===== src/rtl/sar_pkg.sv =====
// Shared types and sizing helpers for the successive-approximation search block.
package sar_pkg;

  typedef enum logic [1:0] {
    S_IDLE,
    S_PROBE,
    S_DONE
  } sar_state_t;

  localparam int SAR_DEFAULT_N = 32;

  // Bit-index register width: enough to hold N-1, never less than one bit.
  function automatic int sar_idx_w(input int n);
    return (n > 1) ? $clog2(n) : 1;
  endfunction

endpackage


===== src/rtl/sar_bit_mask.sv =====
// One-hot decoder: turns the current bit index into the N-bit trial mask.
module sar_bit_mask #(
  parameter int N     = 32,
  parameter int IDX_W = 5
) (
  input  logic [IDX_W-1:0] bit_idx,
  output logic [N-1:0]     mask
);

  assign mask = {{(N-1){1'b0}}, 1'b1} << bit_idx;

endmodule


===== src/rtl/sar_search.sv =====
// Binary-search controller driving an external unsigned comparator, MSB first.
// Optional early termination on equality: define SAR_EARLY_EXIT_EN (adds cmp_eq).
module sar_search
  import sar_pkg::*;
#(
  parameter int N = SAR_DEFAULT_N
) (
  input  logic         clk,
  input  logic         rst_n,
  input  logic         start,
  output logic         busy,
  output logic         done,
  output logic [N-1:0] result,
  output logic [N-1:0] probe,
  output logic         probe_valid,
  input  logic         cmp_valid,
  input  logic         cmp_gt
`ifdef SAR_EARLY_EXIT_EN
  ,
  input  logic         cmp_eq
`endif
);

  localparam int IDX_W = sar_idx_w(N);

  sar_state_t       state_q, state_d;
  logic [N-1:0]     accum_q, accum_d;
  logic [IDX_W-1:0] bit_idx_q, bit_idx_d;
  logic [N-1:0]     mask;
  logic [N-1:0]     trial;
  logic             xact;
  logic             eq_hit;

  sar_bit_mask #(
    .N     (N),
    .IDX_W (IDX_W)
  ) u_bit_mask (
    .bit_idx (bit_idx_q),
    .mask    (mask)
  );

  assign trial       = accum_q | mask;
  assign probe_valid = (state_q == S_PROBE);
  assign busy        = probe_valid;
  assign done        = (state_q == S_DONE);
  // Gated so the probe bus reads zero whenever no search is running.
  assign probe       = probe_valid ? trial : '0;
  assign result      = accum_q;
  assign xact        = probe_valid & cmp_valid;

`ifdef SAR_EARLY_EXIT_EN
  assign eq_hit = cmp_eq;
`else
  assign eq_hit = 1'b0;
`endif

  always_comb begin
    // NOTE: every variable gets a default first so no path can infer a latch.
    state_d   = state_q;
    accum_d   = accum_q;
    bit_idx_d = bit_idx_q;
    unique case (state_q)
      S_IDLE: begin
        if (start) begin
          state_d   = S_PROBE;
          accum_d   = '0;
          bit_idx_d = IDX_W'(N - 1);
        end
      end
      S_PROBE: begin
        if (xact) begin
          if (eq_hit) begin
            accum_d = trial;
            state_d = S_DONE;
          end else begin
            if (!cmp_gt) accum_d = trial;
            // Index parks at zero on the last bit instead of wrapping.
            if (bit_idx_q == '0) state_d = S_DONE;
            else bit_idx_d = bit_idx_q - IDX_W'(1);
          end
        end
      end
      S_DONE:  state_d = S_IDLE;
      default: state_d = S_IDLE;
    endcase
  end

  // NOTE: non-blocking assignments so every flop samples pre-edge values.
  always_ff @(posedge clk or negedge rst_n) begin
    if (!rst_n) begin
      state_q   <= S_IDLE;
      accum_q   <= '0;
      bit_idx_q <= IDX_W'(N - 1);
    end else begin
      state_q   <= state_d;
      accum_q   <= accum_d;
      bit_idx_q <= bit_idx_d;
    end
  end

endmodule


===== config.mk =====
export PLATFORM = sky130hd
export DESIGN_NAME = sar_search
export DESIGN_NICKNAME = d
export VERILOG_FILES = /design/src/rtl/sar_pkg.sv /design/src/rtl/sar_bit_mask.sv /design/src/rtl/sar_search.sv
export SDC_FILE = /design/constraint.sdc
export NUM_CORES = 1
export LEC_CHECK = 0
export BUFFER_PORTS_ARGS = -buffer_cell sky130_fd_sc_hd__buf_4
export CAP_MARGIN = 20
export CORE_MARGIN = 1
export CORE_UTILIZATION = 49
export CTS_BUF_LIST = sky130_fd_sc_hd__clkbuf_16
export DETAILED_ROUTE_END_ITERATION = 8
export PLACE_DENSITY = 0.79
export SYNTH_ARGS = -nofsm -noshare
export SYNTH_HDL_FRONTEND = slang
export SYNTH_HIERARCHICAL = 1
export SYNTH_SLANG_ARGS = --single-unit

===== constraint.sdc =====
create_clock -name clk -period 2.11 [get_ports clk]
set_input_delay 0.633 -clock clk [delete_from_list [all_inputs] [get_ports clk]]
set_output_delay 0.633 -clock clk [all_outputs]
set_load 0.02 [all_outputs]

# --- Yosys cells after proc, flatten, opt, wreduce, memory -nomap -nowiden ---
# Cells that the tools add are included.
totals:
  regBits: 39
  latchBits: 0
  ramBits: 0
  mem_bits_ro: 0
  output_inout_bits: 67
  n_memories: 0
op_classes:
  n_addsub: 1
  n_mul: 0
  div_mod_pow: 0
  order_cmp: 0
  n_eq_ne: 7
  shifts: 1
  muxes: 13
  n_bitwise: 2
  reduce_logical: 6
ops:
  columns: ["operator", "count"]
  rows:
  - ["32-bit 2-to-1 mux", 4]
  - ["32-bit one-hot mux with 2 select lines", 1]
  - ["32-bit bitwise OR", 1]
  - ["1-bit by 5-bit left shift with 32-bit output, first input constant", 1]
  - ["5-bit 2-to-1 mux", 3]
  - ["5-bit one-hot mux with 2 select lines", 1]
  - ["4-bit AND reduction", 2]
  - ["2-bit 2-to-1 mux", 3]
  - ["2-bit inequality test, second input constant", 3]
  - ["5-bit logical NOT", 1]
  - ["5-bit by 1-bit subtractor with 5-bit output, second input constant", 1]
  - ["2-bit by 1-bit inequality test with 1-bit output, second input constant", 2]
  - ["2-bit one-hot mux with 2 select lines", 1]
  - ["3-bit AND reduction", 1]
  - ["2-bit by 1-bit == test with 1-bit output, second input constant", 1]
  - ["2-bit == test, second input constant", 1]
  - ["2-bit logical NOT", 1]
  - ["2-bit nonzero test", 1]
  - ["1-bit bitwise AND", 1]

# --- Longest topological paths before layout ---
# Gate-level depths: netlist (run 1).
depth:
  depth_word: 5
  mapped_depth: 5

# --- Hierarchy ---
# The synthesis (run 1) kept the hierarchy.
by_module_without_submodules:
  columns: ["module", "n_inst", "cells_per_inst", "area_each_um2", "seq_area_each_um2"]
  rows:
  - ["sar_search", 1, 177, 1775.5, 982.2]
  - ["sar_bit_mask", 1, 47, 214.0, 0.0]

# --- Least setup slack after synthesis (run 1) ---
# OpenSTA, ideal clock, no wires.
synth_path:
  kind: "reg-to-output"
  start: "reg bit_idx_q[4]"
  end: "out probe[16]"
  t_arrival_ns: 1.488
  path_slack_ns: -0.011
  path_stages_with_launch: 5
  path_buffers: 0
  cell_sequence: "dfstp_2 -> or3b_1 -> nor2_1 -> nor2_1 -> nor2_1"
synth_between:
  elab_chain_cells: 3
synth_rtl:
  columns: ["item", "line_no", "rtl"]
  rows:
  - ["from (decl)", "sar_search.sv:28", "logic [IDX_W-1:0] bit_idx_q, bit_idx_d;"]
  - ["from (signal assigned)", "sar_search.sv:93", "bit_idx_q <= IDX_W'(N - 1);"]
  - ["from (signal assigned)", "sar_search.sv:97", "bit_idx_q <= bit_idx_d;"]
  - ["1-bit by 5-bit left shift with 32-bit output", "sar_bit_mask.sv:10", "assign mask = {{(N-1){1'b0}}, 1'b1} << bit_idx;"]
  - ["via mask[16]", "sar_search.sv:29", "logic [N-1:0] mask;"]
  - ["32-bit bitwise OR", "sar_search.sv:42", "assign trial = accum_q | mask;"]
  - ["32-bit 2-to-1 mux", "sar_search.sv:47", "assign probe = probe_valid ? trial : '0;"]
  - ["to (decl)", "sar_search.sv:14", "output logic [N-1:0] probe,"]
# The timed path passes the listed nets, and every way through them passes these cells.

# --- Final worst setup path (run 1) ---
layout_path:
  start: "reg bit_idx_q[4]"
  end: "out probe[21]"
# Same word-level chain as after synthesis.

==> results.py, run 1 <==
metrics = {
    "outcome": {
        "run_status": "finished with violations",
        "violations_in_the_final_reports": "setup timing",
    },
    "timing": {
        "finalWorstPathRequiredPeriod_ps": 2453,
        "finalHoldWorstSlack_ps": 308.2,
        "layout_worst_path_cycle_share_pct": 116.2,
        "final_critical_path_setup_slack_ps": -342.8,
        "setup_viol": 32,
        "final.setup_skew_ps": 5.425,
        "grt_setup_unrepaired": "yes",
        "timing.max_slew.rel_slack_pct": 58.34,
        "timing_max_transition_violations_final": 0,
        "worst_margin_slew_ps": 623.6,
        "achievable-frequency_mhz": 407.7,
        "final_hold_viol_count": 0,
    },
    "setup_path": {
        "cpMaxStageDelayCell": "dfstp_2",
        "critical_path_required_ps": 1480,
        "crit_path_leading_delay_family": "simple AND/OR/NAND/NOR gates",
        "critical_path.reg2reg.startpoint": "bit_idx_q[1]",
        "worstPathMaxFanout": 4,
        "r2r_slack_ps": 270,
        "critical_path.cell_chain": "buf_6, nand3b_1, nor2_2, nor2_1, nor2_1, buf_4",
        "worstSetupStartpoint": "bit_idx_q[4]",
        "cp_slowest_stage_delay_ps": 570,
        "setup.worst_path.end": "probe[21]",
        "rr_endpoint": "bit_idx_q[2]",
        "critPathArrivalTime_ps": 1820,
        "type_of_origin_of_the_critical_path": "register",
        "worst_r2r_path_cells": 8,
        "crit_path_frequent_cell": "nor2_1",
        "cp.depth": 6,
        "criticalPathCategory": "register to output pin",
        "timing.critical_path.to_type": "output pin",
        "worstPathBufferInverterCount": 2,
    },
    "route": {
        "detailedRoute.firstPassIterationCount": 4,
        "drc_errors": 0,
        "postRouteAntennaNets": 0,
        "dr.first_iter.drc_count": 200,
        "finalWirelength_mm": 6.677,
        "vias_per_cell": 5.719,
        "wl_per_cell_um": 17.85,
        "num_vias": 2139,
    },
    "global_route": {
        "grtUsageMet3_pct": 6.944,
        "pin_count_of_the_biggest_net_entering_global_routing": 40,
        "gr-usage-met1_pct": 39.00,
        "grt_first_pass_wirelength_mm": 9.459,
        "groute.layer.met2.usage_pct": 49.49,
        "grt.overflow.total": 0,
        "first_global_vias": 1949,
        "initial_antenna_violation_count": 0,
        "grtUsageTotal_pct": 30.01,
        "top_usage_layer": "met2",
    },
    "floorplanning": {
        "floorplan.io_pins": 72,
        "core_area_mm2": 0.003771,
        "floorplan.die.height_um": 65.72,
        "fp.dieW_um": 65.72,
        "number_of_placement_rows": 22,
        "initial_util_pct": 52.75,
        "dieArea_mm2": 0.004319,
    },
    "clock_network": {
        "clkSlewWorstSetupHoldPaths_ps": 60,
        "tritoncts": "done",
        "total_cts_buffers": 5,
        "clock_insertion_delay_worst_skew_ps": 290,
        "htreeDepth": 2,
        "clock_sink_count": 39,
        "clock_path_buffers": 2,
        "cts_root_buffer": "clkbuf_16",
    },
    "synth": {
        "synth.avg_cell_area_um2": 8.881,
        "synth_top_area_share_pct": 42.77,
        "synth.distinct_cells": 29,
        "synthesis.yosys.warnings": 6,
        "synth-seq-cells": 39,
        "yosysTopAreaCell": "dfrtp_1",
        "netlist_instances": 224,
        "synth.net_count": 230,
        "ys_top_cells_by_area": "dfrtp_1 43%, nor2_1 19%, a22o_1 14%, dfstp_2 6.6%, buf_4 1.5%",
        "syn_area_mm2": 0.001989,
        "seq_area_frac_synth_pct": 49.37,
    },
    "placed_design": {
        "buffer_ports.inserted": 71,
        "dpl_cell_area_mm2": 0.002589,
        "gpl.final_weighted_congestion": 0.7979,
        "detailed_place_hpwl_mm": 3.488,
    },
    "finish": {
        "layout-area-overhead-vs-synth_pct": 62.77,
        "final_cell_mix": "96 x buf_4, 55 x nor2_1, 34 x dfrtp_1",
        "layout.cell_area.non_filler_mm2": 0.003238,
        "diodes": 0,
        "number_of_nets_at_the_end_of_the_flow": 331,
        "final_layout_size_suffix_gt1_share_pct": 54.91,
        "layout_commonest_cell": "buf_4",
    },
    "run": {
        "timing.max_cap.violations": 0,
    },
    "pwr": {
        "power_per_cell_area_mw_per_mm2": 1819,
        "pwr-share-clk_pct": 12.0,
        "comb_power_share_pct": 64.4,
        "p_int_mw": 3.162,
        "power.share.switching_pct": 46.32,
        "total_switching_power_mw": 2.729,
        "max-vdd-ir-drop_mv": 1.189,
        "seq_power_share_pct": 23.6,
        "pleak_nw": 1.566,
    },
    "min_path": {
        "hold_path.class": "input pin to async pin",
    },
}
[metrics by stage]
stage          setup WS, ps  total power [mW]  instances  setup TNS, ps  utilization, %
6_report             -342.8             5.891        374          -7532           85.87
5_1_grt              -408.5             6.181        374          -9469           85.87
4_1_cts              -227.6             5.533        365          -5206           80.96
3_5_place_dp          1.623             4.335        339              0           68.65
3_3_place_gp          23.29             4.282        339              0           68.65
2_1_floorplan         3.195             3.115        224              0               -
[kinds of logic (layout without fill, tap and decap cells)]
family	after synthesis	after routing	share of synthesized area, %
adders and majority gates	1	1	0.6288
buffers and inverters	17	119	4.151
and+or+nand+nor	128	128	28.37
muxes	3	3	1.572
AOI/OAI and AO/OA	36	36	15.91
DFF	39	39	49.37
[worst reg2reg max path, cell delays in order, from the launching register on]
cell,delay [ps]
dfstp_2,380
buf_6,120
buf_6,100
buf_4,130
inv_1,50
ha_1,220
nor4b_4,290
nor2_2,130
o32a_1,350
[cell usage after synthesis]
master / instances
mux2_2: 1
o32a_1: 2
ha_1: 1
dfstp_2: 5
a22o_1: 32
nor3b_1: 1
nand3b_1: 4
a311oi_1: 1
nor2_2: 2
nor3_1: 1
inv_1: 3
nor2_1: 102
or2_2: 1
and3_2: 1
nor2b_1: 1
nor4_1: 1
buf_1: 2
buf_4: 4
o21a_1: 1
buf_2: 3
dfrtp_1: 34
nand2_1: 4
or3b_1: 3
nand2b_1: 3
clkbuf_1: 5
nor4b_4: 1
nand3_1: 2
or3_1: 1
mux2i_1: 2
[sequential cells by signal, indices dropped and copies added (netlist names)]
name	count
result	32
bit_idx_q	5
state_q	2
[how the worst min path moves through the flow]
stage | start | end | slack [ps] | cells after the start
4_1_cts | rst_n | result[22] | 320 | 1
2_1_floorplan | rst_n | result[0] | 340 | 0
6_report | rst_n | result[22] | 310 | 1
3_3_place_gp | state_q[1] | state_q[0] | 500 | 1
3_5_place_dp | state_q[1] | state_q[0] | 500 | 1
5_1_grt | rst_n | result[22] | 350 | 1
[what timing repair did]
action / 4_1_cts / 5_1_grt
hold buffers: 0 / 0
endpoints found under the setup margin: 32 / 32
endpoints found under the hold margin: 0 / 0
resized for setup: 56 / 35
pin swaps: 32 / 31
buffers inserted: 18 / 10
cloned: 0 / 0
[layout make-up]
cell class              instances  area, um2
inverters                       3      11.26
well taps                      48      60.06
fillers                       197      533.0
clock inverters                 3      11.26
flip-flops and latches         39      982.2
multi-input cells             168       1192
clock buffers                   5      125.1
repair buffers                108      855.8
[routing by layer]
layer	wire length [um]	part of all wire, %
met2	3477	52
met4	114	1.7
met3	528	7.9
met5	0	0
met1	2556	38
[power groups by stage]
| stage | combinational, mW | clock [mW] | sequential (mW) |
|---|---|---|---|
| after detailed placement | 2.97 | 0 | 1.36 |
| after global placement | 2.94 | 0 | 1.34 |
| after global routing | 4.02 | 0.743 | 1.42 |
| after floorplan | 1.49 | 0 | 1.63 |
| final | 3.80 | 0.708 | 1.39 |
| after CTS | 3.48 | 0.714 | 1.34 |
(Power assumes the default switching activity.)
==> inputs of run 2 (changes only) <==
- CORE_UTILIZATION: 49 -> 44
- PLACE_DENSITY: 0.79 -> 0.75
- clock period: 2.11 -> 2.1 ns (I/O delays scaled with it)
==> run 2 against run 1 <==
Net effect: the run still ends with setup timing left; core utilization fell by 13 points; critical path depth did not move; sequential share of layout area rose by 0.72 points; final area fell by 2.3%; worst hold slack improved by 17 ps; sequential power barely moved; critical endpoint is now probe[3]; global-route usage fell by 5.4 points; clock skew rose by 1.4 ps; die area rose by 11%; highest routed layer unchanged; critical path type unchanged; first-iteration DRC count fell by 1.5%.
==> results.py, run 2 (same netlist as run 1, synthesis figures left out) <==
metrics = {
    "outcome": {
        "run_status": "finished with violations",
        "violations_in_the_final_reports": "setup timing",
    },
    "placed_design": {
        "placedCellCount": 346,
        "buffer_ports.inserted": 71,
        "detailed_place_hpwl_mm": 3.563,
        "gpl.final_weighted_congestion": 0.8000,
        "dpl_cell_area_mm2": 0.002636,
    },
    "run": {
        "timing.max_cap.violations": 0,
    },
    "setup_path": {
        "cp_slowest_stage_delay_ps": 570,
        "type_of_origin_of_the_critical_path": "register",
        "worstPathMaxFanout": 5,
        "cpMaxStageDelayCell": "dfstp_2",
        "critical_path_required_ps": 1470,
        "criticalPathCategory": "register to output pin",
        "timing.critical_path.to_type": "output pin",
        "worst_r2r_path_cells": 8,
        "crit_path_frequent_cell": "nor2_1",
        "critPathArrivalTime_ps": 1820,
        "critical_path.cell_chain": "buf_6, nand3b_1, nor2_2, nor2_1, nor2_1, buf_4",
    },
    "pwr": {
        "p_int_mw": 3.217,
        "comb_power_share_pct": 62.1,
        "power_per_cell_area_mw_per_mm2": 1827,
        "pleak_nw": 1.549,
        "power.share.switching_pct": 44.32,
        "max-vdd-ir-drop_mv": 0.7293,
        "total_switching_power_mw": 2.561,
        "pwr-share-clk_pct": 14.5,
        "seq_power_share_pct": 23.5,
    },
    "finish": {
        "layout.cell_area.non_filler_mm2": 0.003163,
        "number_of_nets_at_the_end_of_the_flow": 329,
        "final_cell_mix": "98 x buf_4, 63 x nor2_1, 34 x dfrtp_1",
        "core_occupancy_in_the_finished_layout_pct": 72.64,
        "layout-area-overhead-vs-synth_pct": 58.99,
        "layout_commonest_cell": "buf_4",
        "final_layout_size_suffix_gt1_share_pct": 51.85,
        "layout.filler_cells": 298,
        "instances_no_fill": 376,
        "largest_register_ff_count": 32,
        "diodes": 0,
    },
    "min_path": {
        "hold_path.class": "input pin to async pin",
    },
    "timing": {
        "finalHoldWorstSlack_ps": 325.0,
        "totalNegativeSetupSlack_ps": -7301,
        "finalWorstPathRequiredPeriod_ps": 2452,
        "final_critical_path_setup_slack_ps": -352.1,
        "grt_setup_unrepaired": "yes",
        "layout_worst_path_cycle_share_pct": 116.8,
        "timing.max_slew.rel_slack_pct": 66.54,
        "worst_margin_slew_ps": 501.8,
        "final_hold_viol_count": 0,
        "achievable-frequency_mhz": 407.8,
        "timing_max_transition_violations_final": 0,
        "final.setup_skew_ps": 6.860,
        "setup_viol": 32,
    },
    "global_route": {
        "grtUsageMet3_pct": 5.669,
        "grt_first_pass_wirelength_mm": 9.370,
        "gr-usage-met1_pct": 31.96,
        "grtUsageTotal_pct": 24.65,
        "groute.layer.met2.usage_pct": 39.91,
        "top_usage_layer": "met2",
        "pin_count_of_the_biggest_net_entering_global_routing": 40,
        "initial_antenna_violation_count": 0,
        "first_global_vias": 1915,
        "grt.overflow.total": 0,
    },
    "floorplanning": {
        "floorplan.io_pins": 72,
        "fp.dieW_um": 69.24,
        "core_area_mm2": 0.004354,
        "dieArea_mm2": 0.004794,
        "number_of_placement_rows": 24,
        "initial_util_pct": 45.69,
        "floorplan.die.height_um": 69.24,
    },
    "route": {
        "num_vias": 2071,
        "postRouteAntennaNets": 0,
        "vias_per_cell": 5.508,
        "wl_per_cell_um": 15.86,
        "drc_errors": 0,
        "dr.first_iter.drc_count": 197,
        "finalWirelength_mm": 5.963,
        "detailedRoute.firstPassIterationCount": 4,
    },
    "clock_network": {
        "cts_root_buffer": "clkbuf_16",
        "tritoncts": "done",
        "htreeDepth": 2,
        "clock_sink_count": 39,
        "clock_insertion_delay_worst_skew_ps": 280,
        "clkSlewWorstSetupHoldPaths_ps": 60,
        "clock_path_buffers": 2,
        "total_cts_buffers": 5,
    },
}
-- run 2: changes by cell type in the layout (fill, tap and decap cells not counted), sizes merged --
cell / previous run / this run
clkinv: 2 / 0
bufinv: 0 / 1
buf: 108 / 106
inv: 4 / 5
-- run 2: cell type report --
class | instances | area [um2] | share of cell area (%)
Clock inverter | 3 | 37.54 | 1.187
Clock buffer | 5 | 125.1 | 3.956
Inverter | 3 | 11.26 | 0.3560
Sequential cell | 39 | 982.2 | 31.05
Timing Repair Buffer | 106 | 834.6 | 26.38
Tap cell | 52 | 65.06 | 2.057
Multi-Input combinational cell | 168 | 1107 | 35.01
-- run 2: path summary, 6_finish.rpt --
check | slack [ps] | startpoint | to
min in group clk | 520 | state_q[1] | state_q[0]
max | -350 | bit_idx_q[0] | probe[3]
max reg2reg | 200 | bit_idx_q[4] | result[3]
min reg2reg | 520 | state_q[1] | state_q[0]
max in group asynchronous | 1410 | rst_n | bit_idx_q[3]
min | 330 | rst_n | result[22]
-- run 2: power by group through the flow --
stage               clock network, mW  registers [mW]  logic [mW]
finish                          0.836            1.36        3.59
global route                    0.885            1.40        3.81
CTS                             0.845            1.34        3.33
detailed placement                  0            1.34        3.09
global placement                    0            1.33        3.05
floorplan                           0            1.63        1.51
-- run 2: stage by stage --
| step | total power [mW] | setup slack [ps] |
|---|---|---|
| floorplan | 3.144 | 12.92 |
| global placement | 4.389 | 13.24 |
| detailed placement | 4.433 | 2.608 |
| CTS | 5.509 | -254.8 |
| global route | 6.095 | -404.5 |
| finish | 5.778 | -352.1 |
-- run 2: worst max-delay path, delay by kind of cell (launching register included) --
kind	cells	cell delay, ps
buffers and inverters	2	280
flip-flops	1	570
AND/OR/NAND/NOR	4	680
-- run 2: timing repair --
item	in CTS	in global routing
buffers inserted	11	11
resized for setup	31	31
endpoints found under the setup margin	32	32
hold buffers	0	0
pin swaps	17	31
-- run 2: per-layer routing --
layer	share of wire, %	up-vias
met2	50	85
met5	0	-
met4	2.4	0
met1	42	1009
met3	5.8	14
li1	-	963
